### src/rtl/pixel_stream_bridge_pkg.sv
// pixel_stream_pkg: shared types for the camera-to-display pixel bridge.
// Decimation and state enums, per-entry FIFO tag, grid/decode helpers.
package pixel_stream_pkg;

    typedef enum logic [1:0] {
        DECIM_1 = 2'd0,
        DECIM_2 = 2'd1,
        DECIM_4 = 2'd2
    } decim_e;

    typedef enum logic [1:0] {
        WAIT_SOF = 2'd0,
        ACTIVE   = 2'd1,
        RESYNC   = 2'd2
    } state_e;

    // Metadata stored with every FIFO entry; the top pairs it with
    // the pixel data as {sof, data}. dm rides along so the output
    // side advances coordinates with the frame's own decimation.
    typedef struct packed {
        logic   sof;
        decim_e dm;
    } entry_tag_t;

    // Reserved mode 3 behaves as 1:1.
    function automatic decim_e decim_decode(input logic [1:0] mode);
        decim_e r;
        case (mode)
            2'd1:    r = DECIM_2;
            2'd2:    r = DECIM_4;
            default: r = DECIM_1;
        endcase
        return r;
    endfunction

    function automatic logic on_grid(
        input logic [15:0] v,
        input decim_e      dm
    );
        logic [15:0] mask;
        mask = (16'd1 << dm) - 16'd1;
        return (v & mask) == 16'd0;
    endfunction

endpackage

### src/rtl/pixel_stream_bridge_if.sv
// Display-side valid/ready pixel stream with x/y/sof tags.
// master: bridge drives out_*, samples out_ready. slave: display side.
interface pixel_stream_bridge_if #(
    parameter int PIX_W = 16
) ();

    logic             out_valid;
    logic             out_ready;
    logic [PIX_W-1:0] out_data;
    logic [15:0]      out_x;
    logic [15:0]      out_y;
    logic             out_sof;

    modport master (
        output out_valid,
        output out_data,
        output out_x,
        output out_y,
        output out_sof,
        input  out_ready
    );

    modport slave (
        input  out_valid,
        input  out_data,
        input  out_x,
        input  out_y,
        input  out_sof,
        output out_ready
    );

endinterface

### src/rtl/pixel_stream_bridge_sync_fifo.sv
// sync_fifo: single-clock show-ahead FIFO, head valid whenever !empty.
// Ports: push/push_data, pop, head, full, empty. Push+pop when full is allowed.
module sync_fifo #(
    parameter int WIDTH = 8,
    parameter int DEPTH = 4
) (
    input  logic             clk,
    input  logic             reset,
    input  logic             push,
    input  logic [WIDTH-1:0] push_data,
    input  logic             pop,
    output logic [WIDTH-1:0] head,
    output logic             full,
    output logic             empty
);

    localparam int AW = $clog2(DEPTH);

    logic [WIDTH-1:0] mem_q [DEPTH];
    logic [AW:0]      wr_q, wr_d;
    logic [AW:0]      rd_q, rd_d;
    logic             do_push;
    logic             do_pop;

    // Extra pointer bit separates full from empty.
    assign empty   = (wr_q == rd_q);
    assign full    = (wr_q[AW] != rd_q[AW]) &&
                     (wr_q[AW-1:0] == rd_q[AW-1:0]);
    assign do_pop  = pop && !empty;
    // A pop in the same cycle frees the slot being written.
    assign do_push = push && (!full || do_pop);
    assign head    = mem_q[rd_q[AW-1:0]];

    always_comb begin
        wr_d = wr_q + {{AW{1'b0}}, do_push};
        rd_d = rd_q + {{AW{1'b0}}, do_pop};
    end

    always_ff @(posedge clk or posedge reset) begin
        if (reset) begin
            wr_q <= '0;
            rd_q <= '0;
        end else begin
            wr_q <= wr_d;
            rd_q <= rd_d;
        end
    end

    always_ff @(posedge clk) begin
        if (do_push) begin
            mem_q[wr_q[AW-1:0]] <= push_data;
        end
    end

endmodule

### src/rtl/pixel_stream_bridge.sv
// pixel_stream_bridge: camera pixels -> optional 2:1/4:1 decimation -> FIFO
// -> valid/ready display stream tagged with x/y/sof; drops resync to next frame.
// Ports: clk, reset (async, high), frame_start, pix_valid, pix_data, decim_mode,
// disp (pixel_stream_bridge_if.master), overflow, drop_count.
// Option: PIXEL_STREAM_BRIDGE_BYTESWAP_EN swaps the bytes of out_data (PIX_W=16).
module pixel_stream_bridge
    import pixel_stream_pkg::*;
#(
    parameter int PIX_W = 16,
    parameter int SRC_W = 640,
    parameter int SRC_H = 480,
    parameter int DEPTH = 64,
    parameter int CNT_W = 16
) (
    input  logic                 clk,
    input  logic                 reset,
    input  logic                 frame_start,
    input  logic                 pix_valid,
    input  logic [PIX_W-1:0]     pix_data,
    input  logic [1:0]           decim_mode,
    pixel_stream_bridge_if.master disp,
    output logic                 overflow,
    output logic [CNT_W-1:0]     drop_count
);

    typedef struct packed {
        entry_tag_t       tag;
        logic [PIX_W-1:0] data;
    } fifo_entry_t;

    localparam int          EW        = $bits(fifo_entry_t);
    localparam logic [15:0] IN_X_LAST = 16'(SRC_W - 1);
    localparam logic [15:0] IN_Y_END  = 16'(SRC_H);

    state_e           state_q, state_d;
    logic [15:0]      in_x_q, in_x_d;
    logic [15:0]      in_y_q, in_y_d;
    decim_e           dm_q, dm_d;
    logic             sof_pend_q, sof_pend_d;
    logic             ovf_q, ovf_d;
    logic [CNT_W-1:0] drop_q, drop_d;
    logic [15:0]      last_x_q, last_x_d;
    logic [15:0]      last_y_q, last_y_d;

    fifo_entry_t      push_entry;
    fifo_entry_t      head_entry;
    logic             push;
    logic             pop;
    logic             fifo_full;
    logic             fifo_empty;

    logic [15:0]      cur_x, cur_y;
    decim_e           cur_dm;
    logic             cur_sof;
    logic             live;
    logic             keep;

    logic [15:0]      x_max, y_max;
    logic [15:0]      head_x, head_y;
    logic [PIX_W-1:0] data_view;

    sync_fifo #(
        .WIDTH (EW),
        .DEPTH (DEPTH)
    ) u_fifo (
        .clk       (clk),
        .reset     (reset),
        .push      (push),
        .push_data (push_entry),
        .pop       (pop),
        .head      (head_entry),
        .full      (fifo_full),
        .empty     (fifo_empty)
    );

    assign pop = !fifo_empty && disp.out_ready;

    // Input side. frame_start is folded in first so a coincident
    // pixel is treated as (0,0) of the new frame.
    always_comb begin
        state_d    = state_q;
        in_x_d     = in_x_q;
        in_y_d     = in_y_q;
        dm_d       = dm_q;
        sof_pend_d = sof_pend_q;
        ovf_d      = ovf_q;
        drop_d     = drop_q;
        push       = 1'b0;
        keep       = 1'b0;

        cur_x   = in_x_q;
        cur_y   = in_y_q;
        cur_dm  = dm_q;
        cur_sof = sof_pend_q;
        live    = (state_q == ACTIVE);

        if (frame_start) begin
            cur_x      = '0;
            cur_y      = '0;
            cur_dm     = decim_decode(decim_mode);
            cur_sof    = 1'b1;
            live       = 1'b1;
            state_d    = ACTIVE;
            in_x_d     = '0;
            in_y_d     = '0;
            dm_d       = cur_dm;
            sof_pend_d = 1'b1;
        end

        // in_y parks at SRC_H after the last line; later pixels vanish.
        if (pix_valid && live && cur_y != IN_Y_END) begin
            if (cur_x == IN_X_LAST) begin
                in_x_d = '0;
                in_y_d = cur_y + 16'd1;
            end else begin
                in_x_d = cur_x + 16'd1;
                in_y_d = cur_y;
            end
            keep = on_grid(cur_x, cur_dm) && on_grid(cur_y, cur_dm);
            if (keep) begin
                if (fifo_full && !pop) begin
                    ovf_d   = 1'b1;
                    state_d = RESYNC;
                    if (drop_q != {CNT_W{1'b1}}) begin
                        drop_d = drop_q + CNT_W'(1);
                    end
                end else begin
                    push       = 1'b1;
                    sof_pend_d = 1'b0;
                end
            end
        end

        push_entry.tag.sof = cur_sof;
        push_entry.tag.dm  = cur_dm;
        push_entry.data    = pix_data;
    end

    // Output side: head coordinate is the last popped one advanced,
    // or the origin for a frame's first entry.
    always_comb begin
        x_max  = 16'((SRC_W >> head_entry.tag.dm) - 1);
        y_max  = 16'((SRC_H >> head_entry.tag.dm) - 1);
        head_x = '0;
        head_y = '0;
        if (!head_entry.tag.sof) begin
            if (last_x_q == x_max) begin
                head_x = '0;
                head_y = (last_y_q == y_max) ? last_y_q
                                             : last_y_q + 16'd1;
            end else begin
                head_x = last_x_q + 16'd1;
                head_y = last_y_q;
            end
        end
        last_x_d = pop ? head_x : last_x_q;
        last_y_d = pop ? head_y : last_y_q;
    end

`ifdef PIXEL_STREAM_BRIDGE_BYTESWAP_EN
    if (PIX_W != 16) begin : g_bad_pix_w
        $error("byte swap requires PIX_W = 16");
    end
    assign data_view = {head_entry.data[7:0], head_entry.data[15:8]};
`else
    assign data_view = head_entry.data;
`endif

    assign disp.out_valid = !fifo_empty;
    assign disp.out_data  = fifo_empty ? '0 : data_view;
    assign disp.out_x     = fifo_empty ? '0 : head_x;
    assign disp.out_y     = fifo_empty ? '0 : head_y;
    assign disp.out_sof   = !fifo_empty && head_entry.tag.sof;
    assign overflow       = ovf_q;
    assign drop_count     = drop_q;

    always_ff @(posedge clk or posedge reset) begin
        if (reset) begin
            state_q    <= WAIT_SOF;
            in_x_q     <= '0;
            in_y_q     <= '0;
            dm_q       <= DECIM_1;
            sof_pend_q <= 1'b0;
            ovf_q      <= 1'b0;
            drop_q     <= '0;
            last_x_q   <= '0;
            last_y_q   <= '0;
        end else begin
            state_q    <= state_d;
            in_x_q     <= in_x_d;
            in_y_q     <= in_y_d;
            dm_q       <= dm_d;
            sof_pend_q <= sof_pend_d;
            ovf_q      <= ovf_d;
            drop_q     <= drop_d;
            last_x_q   <= last_x_d;
            last_y_q   <= last_y_d;
        end
    end

endmodule

### src/flat_wrapper.sv
// flat-port wrapper written by rule: the top's interface ports become plain ports
module pixel_stream_bridge_flat import pixel_stream_pkg::*;
#(
    parameter int PIX_W = 16,
    parameter int SRC_W = 640,
    parameter int SRC_H = 480,
    parameter int DEPTH = 64,
    parameter int CNT_W = 16
)
  (clk, reset, frame_start, pix_valid, pix_data, decim_mode, overflow, drop_count, disp_out_valid, disp_out_data, disp_out_x, disp_out_y, disp_out_sof, disp_out_ready);
  pixel_stream_bridge_if #(.PIX_W(PIX_W)) disp_i ();
  input  logic clk;
  input  logic reset;
  input  logic frame_start;
  input  logic pix_valid;
  input  logic [PIX_W-1:0] pix_data;
  input  logic [1:0] decim_mode;
  output logic overflow;
  output logic [CNT_W-1:0] drop_count;
  output wire logic [$bits(disp_i.out_valid)-1:0] disp_out_valid;
  output wire logic [$bits(disp_i.out_data)-1:0] disp_out_data;
  output wire logic [$bits(disp_i.out_x)-1:0] disp_out_x;
  output wire logic [$bits(disp_i.out_y)-1:0] disp_out_y;
  output wire logic [$bits(disp_i.out_sof)-1:0] disp_out_sof;
  input wire logic [$bits(disp_i.out_ready)-1:0] disp_out_ready;
  assign disp_out_valid = disp_i.out_valid;
  assign disp_out_data = disp_i.out_data;
  assign disp_out_x = disp_i.out_x;
  assign disp_out_y = disp_i.out_y;
  assign disp_out_sof = disp_i.out_sof;
  assign disp_i.out_ready = disp_out_ready;
  pixel_stream_bridge #(.PIX_W(PIX_W), .SRC_W(SRC_W), .SRC_H(SRC_H), .DEPTH(DEPTH), .CNT_W(CNT_W)) u_core (.clk(clk), .reset(reset), .frame_start(frame_start), .pix_valid(pix_valid), .pix_data(pix_data), .decim_mode(decim_mode), .disp(disp_i), .overflow(overflow), .drop_count(drop_count));
endmodule
### config.mk
export PLATFORM = sky130hd
export DESIGN_NAME = pixel_stream_bridge_flat
export DESIGN_NICKNAME = d
export VERILOG_FILES = /design/src/rtl/pixel_stream_bridge_pkg.sv /design/src/rtl/pixel_stream_bridge_if.sv /design/src/rtl/pixel_stream_bridge_sync_fifo.sv /design/src/rtl/pixel_stream_bridge.sv /design/src/flat_wrapper.sv
export SDC_FILE = /design/constraint.sdc
export NUM_CORES = 1
export LEC_CHECK = 0
export ABC_AREA = 0
export CAP_MARGIN = 20
export CORE_ASPECT_RATIO = 1.4
export CORE_MARGIN = 2
export CORE_UTILIZATION = 60
export CTS_CLUSTER_SIZE = 24
export DETAILED_ROUTE_END_ITERATION = 8
export PLACE_DENSITY = 0.83
export SLEW_MARGIN = 20
export SYNTH_ARGS = -nofsm -noshare
export SYNTH_HDL_FRONTEND = slang
export SYNTH_HIERARCHICAL = 1
export SYNTH_SLANG_ARGS = --single-unit
### constraint.sdc
create_clock -name clk -period 10.8 [get_ports clk]
set_input_delay 1.62 -clock clk [delete_from_list [all_inputs] [get_ports clk]]
set_output_delay 1.62 -clock clk [all_outputs]
set_load 0.01 [all_outputs]
==> metrics.md <==
| Metric | Value |
|---|---|
| Outcome | `finished clean` |
| WL final | `around 130,000 µm` |
| Gr busiest metal | `met2` |
| Switching portion of total power | `0.3278` |
| Reg clk slew, reported paths | `~0.060 ns` |
| Synthesis-stage register bit count | `between 1,000 and 1,500` |
| Worst setup path startpoint | `u_core/u_fifo/rd_q[1]` |
| Worst EP required | `slightly above 9 ns` |
| GR Util met3 | `0.04835` |
| IO Pins | `90` |
| Area of the core | `slightly below 90,000 µm²` |
| Most frequent cells in the layout | `edfxtp_1 (1,216), mux4_2 (266), nor2_1 (136)` |
| Starting density of the core | `0.6073` |
| Routability Congestion | `0.9421` |
| Congestion Overflow GR | `0` |
| Slew Viols, Final | `0` |
| Crit Path Category | `reg2out` |
| Number of global-route vias before repair | `28,740` |
| Worst Tran Pin Value | `1.377 ns` |
| Final Cycle Share | `0.8249` |
| Synth Cell Area | `roughly 53,000 µm²` |
| Pleak | `~19 nW` |
| Average detailed-routed wire length per instance | `31.38 µm` |
| Post-route setup TNS | `0 ns` |
| Post-CTS Setup Inserts | `0` |
| Total Power | `between 10 and 15 mW` |
| Crit start category | `register` |
| Proportion of layout cells with a drive suffix above 1 | `0.2015` |
| Via/cell ratio | `6.821` |
| Row count | `around 130` |
| Combinational power share | `0.315` |
| Net Sw Power | `approximately 4.9 mW` |
| Hold Path Class | `reg2reg` |
| DRC errors left | `0` |
| Fillers | `5,255` |
| CTS Sinks | `1,316` |
| Register area share after synthesis | `0.7375` |
| Avg Cell Area, Syn | `between 15 and 20 µm²` |
| DIE WIDTH | `255.0 µm` |
| Worst Reg-to-Reg Cells | `15` |
| DRT iter0 DRCs | `4,025` |
| Hold path depth | `2` |
| Relative slew margins | `0.08189` |
| Layout Skew | `around 0.033 ns` |
| Detailed placement HPWL | `74,880 µm` |
| Synth warnings | `6` |
| Simple-gate share of the synthesized area | `0.04732` |
| Flop pwr share | `0.402` |
| Crit. End Element | `primary output` |
| Final min period | `8.909 ns` |
| Cells after Synth | `about 2,800` |
| Initial antenna violation count | `3` |
| Yosys cell types | `between 70 and 80` |
| Mux cell area share after synthesis | `0.1379` |
| Commonest non-fill, non-tap cell in the layout | `edfxtp_1` |
| Maximum buffer depth of the clock tree | `3` |
| Internal Power | `approximately 10 mW` |
| Largest family of logic cells by synthesized area | `multiplexers` |
| Ys async rst share | `0.07599` |
| H-Tree Depth | `3` |
| Clk root buf | `clkbuf_16` |
| Hold Buf Count CTS | `0` |
| Critical Path AT | `7.29 ns` |
| Max VDD drop | `~320 µV` |
| Compound-Gate Fraction of Synth Area | `0.03900` |
| Dpl cell area | `about 55,000 µm²` |
| Hold Fails Final Rpt | `0` |
| Total track usage | `0.2958` |
| Worst hold path startpoint | `u_core/overflow` |
| CTS resizes | `0` |
| Number of synthesized flops with an enable pin | `1,216` |
| Antenna Violating Nets Remaining | `0` |
| Nets | `2,964` |
| Total CTS buffers | `115` |
| Die Height | `355.4 µm` |
| GRT met1 Usage | `0.3780` |
| Pwr/cell area | `251.0 nW/µm²` |
| Synthesized Nets | `2,830` |
| Crit Path Max Fanout | `52` |
| Layout area overhead | `11.65%` |
| Synth Area in XOR/XNOR | `0.01556` |
| Clk pwr share | `0.283` |
| TritonCTS clock tree | `built` |
| Main synth FF type | `edfxtp_1` |
| Largest net degree at the start of global routing | `164` |
| Final Instance Count excl. Fillers | `4,194` |
| Drt pass-1 iters | `6` |
| Clock Latency Late Sink | `0.71 ns` |
| Vias | `~29,000` |
| Adder-Cell Fraction of Synth Area | `0.004730` |
| Max frequency | `0.1123 GHz` |
| Final-report setup violation count | `0` |
| Met2 usage | `0.4891` |
| RSZ-0062 raised after global routing | `false` |
| Sequential Area | `about 39,000 µm²` |
| Total of max-cap violations | `0` |
| Multi-input gate area | `13,120 µm²` |
| First-pass GRT wire length | `approximately 190,000 µm` |
| Finished Cell Area | `just under 60,000 µm²` |
| Placed cells | `3,974` |
| PortBufs | `89` |
| R2r startpoint | `u_core/u_fifo/rd_q[1]` |
| Die area | `90,600 µm²` |
[layout make-up]
cell class | instances | area share
clock inverter | 81 | 0.01497
clock buffer | 137 | 0.05028
sequential | 1316 | 0.6607
antenna | 2 | 0.00008472
timing repair buffer | 174 | 0.02527
tap | 1170 | 0.02478
multi-input combinational | 1285 | 0.2220
inverter | 29 | 0.001885
[synth_stat cells, drive strengths merged (4+ instances only)]
| cell type | count | share of area |
|---|---|---|
| edfxtp | 1216 | 0.69 |
| mux4 | 266 | 0.11 |
| nor2 | 167 | 0.012 |
| mux2i | 126 | 0.024 |
| dfrtp | 100 | 0.047 |
| buf | 87 | 0.011 |
| nand2 | 74 | 0.0053 |
| clkbuf | 70 | 0.0050 |
| xnor2 | 55 | 0.0091 |
| o22ai | 50 | 0.0059 |
| nand3 | 41 | 0.0039 |
| nor3 | 41 | 0.0040 |
| o21ai | 41 | 0.0039 |
| xor2 | 39 | 0.0065 |
| nor2b | 36 | 0.0043 |
| a22o | 34 | 0.0056 |
| a211oi | 33 | 0.0047 |
| a21oi | 32 | 0.0030 |
| inv | 28 | 0.0020 |
| o221ai | 26 | 0.0043 |
| a22oi | 25 | 0.0035 |
| or3 | 22 | 0.0026 |
| ha | 20 | 0.0047 |
| nor4 | 20 | 0.0038 |
| nand4 | 18 | 0.0021 |
| a221oi | 15 | 0.0025 |
| and3 | 13 | 0.0015 |
| nand2b | 11 | 0.0013 |
| nand3b | 8 | 0.0011 |
| and2 | 6 | 0.00071 |
| or2 | 6 | 0.00071 |
| or4 | 6 | 0.00099 |
| a31oi | 5 | 0.00071 |
| o31ai | 5 | 0.00071 |
| a21o | 4 | 0.00057 |
| mux2 | 4 | 0.00085 |
| nor3b | 4 | 0.00057 |
[worst max-delay path, stage by stage (launching register included)]
cell and delay, ns:
dfrtp_4 0.97, nand3b_1 0.90, o221ai_1 0.47, a211oi_1 0.09, a211oi_1 0.37, or3_1 0.35, inv_1 0.16, ha_1 0.27
inv_1 0.08, ha_1 0.15, nand2b_1 0.07, or4_4 0.51, a2111o_1 0.70, or4_4 0.66, xnor2_1 0.14, nor2_1 0.11
clkdlybuf4s50_1 0.56
[per-stage QoR]
step | utilization | hold slack (ns) | worst slack [ns]
floorplan | - | 0.4617 | 2.747
global placement | 0.6327 | 0.4598 | 2.844
detailed placement | 0.6327 | 0.4706 | 2.680
CTS | 0.6770 | 0.4862 | 1.876
global route | 0.6780 | 0.5071 | 1.523
finish | 0.6780 | 0.4858 | 1.891
[power groups by stage]
stage | combinational (mW) | clock [mW] | sequential (mW)
2_1_floorplan | 3.11 | 0 | 5.91
3_3_place_gp | 4.36 | 0 | 6.05
3_5_place_dp | 4.50 | 0 | 6.07
4_1_cts | 4.58 | 4.23 | 5.97
5_1_grt | 4.85 | 4.41 | 5.98
6_report | 4.67 | 4.19 | 5.97
[state kept, by name, indices dropped and copies added, names as in the netlist, 2 cells and up]
signal	count
u_core/in_y_q	16
u_core/state_q	2
u_core/in_x_q	16
u_core/dm_q	2
u_core/drop_count	16
u_core/u_fifo/rd_q	7
u_core/u_fifo/mem_q	1216
u_core/last_y_q	16
u_core/u_fifo/wr_q	7
u_core/last_x_q	16
[cells by family (layout without fill, tap and decap cells)]
kind of cell | count (synthesis) | in the layout
xor+xnor | 94 | 94
mux | 396 | 396
buf+inv | 186 | 421
other cells | 0 | 2
flops | 1316 | 1316
simple gates | 487 | 487
compound gates | 288 | 288
fa+ha+maj | 20 | 20
[metal layers]
| metal | routed length, µm | part of all wire |
|---|---|---|
| met1 | 43790 | 0.33 |
| met2 | 65940 | 0.50 |
| met3 | 13650 | 0.10 |
| met4 | 8177 | 0.062 |
| met5 | 28 | 0.00021 |
[final timing paths]
check | to | slack, ns
setup reg to reg | u_core/last_x_q[2] | 4.37
min in group asynchronous | u_core/u_fifo/wr_q[0] | 1.38
hold / removal | u_core/overflow | 0.49
hold reg to reg | u_core/overflow | 0.49
setup / recovery | disp_out_y[8] | 1.89
max in group asynchronous | u_core/in_y_q[7] | 8.73
(Power assumes the default switching activity.)
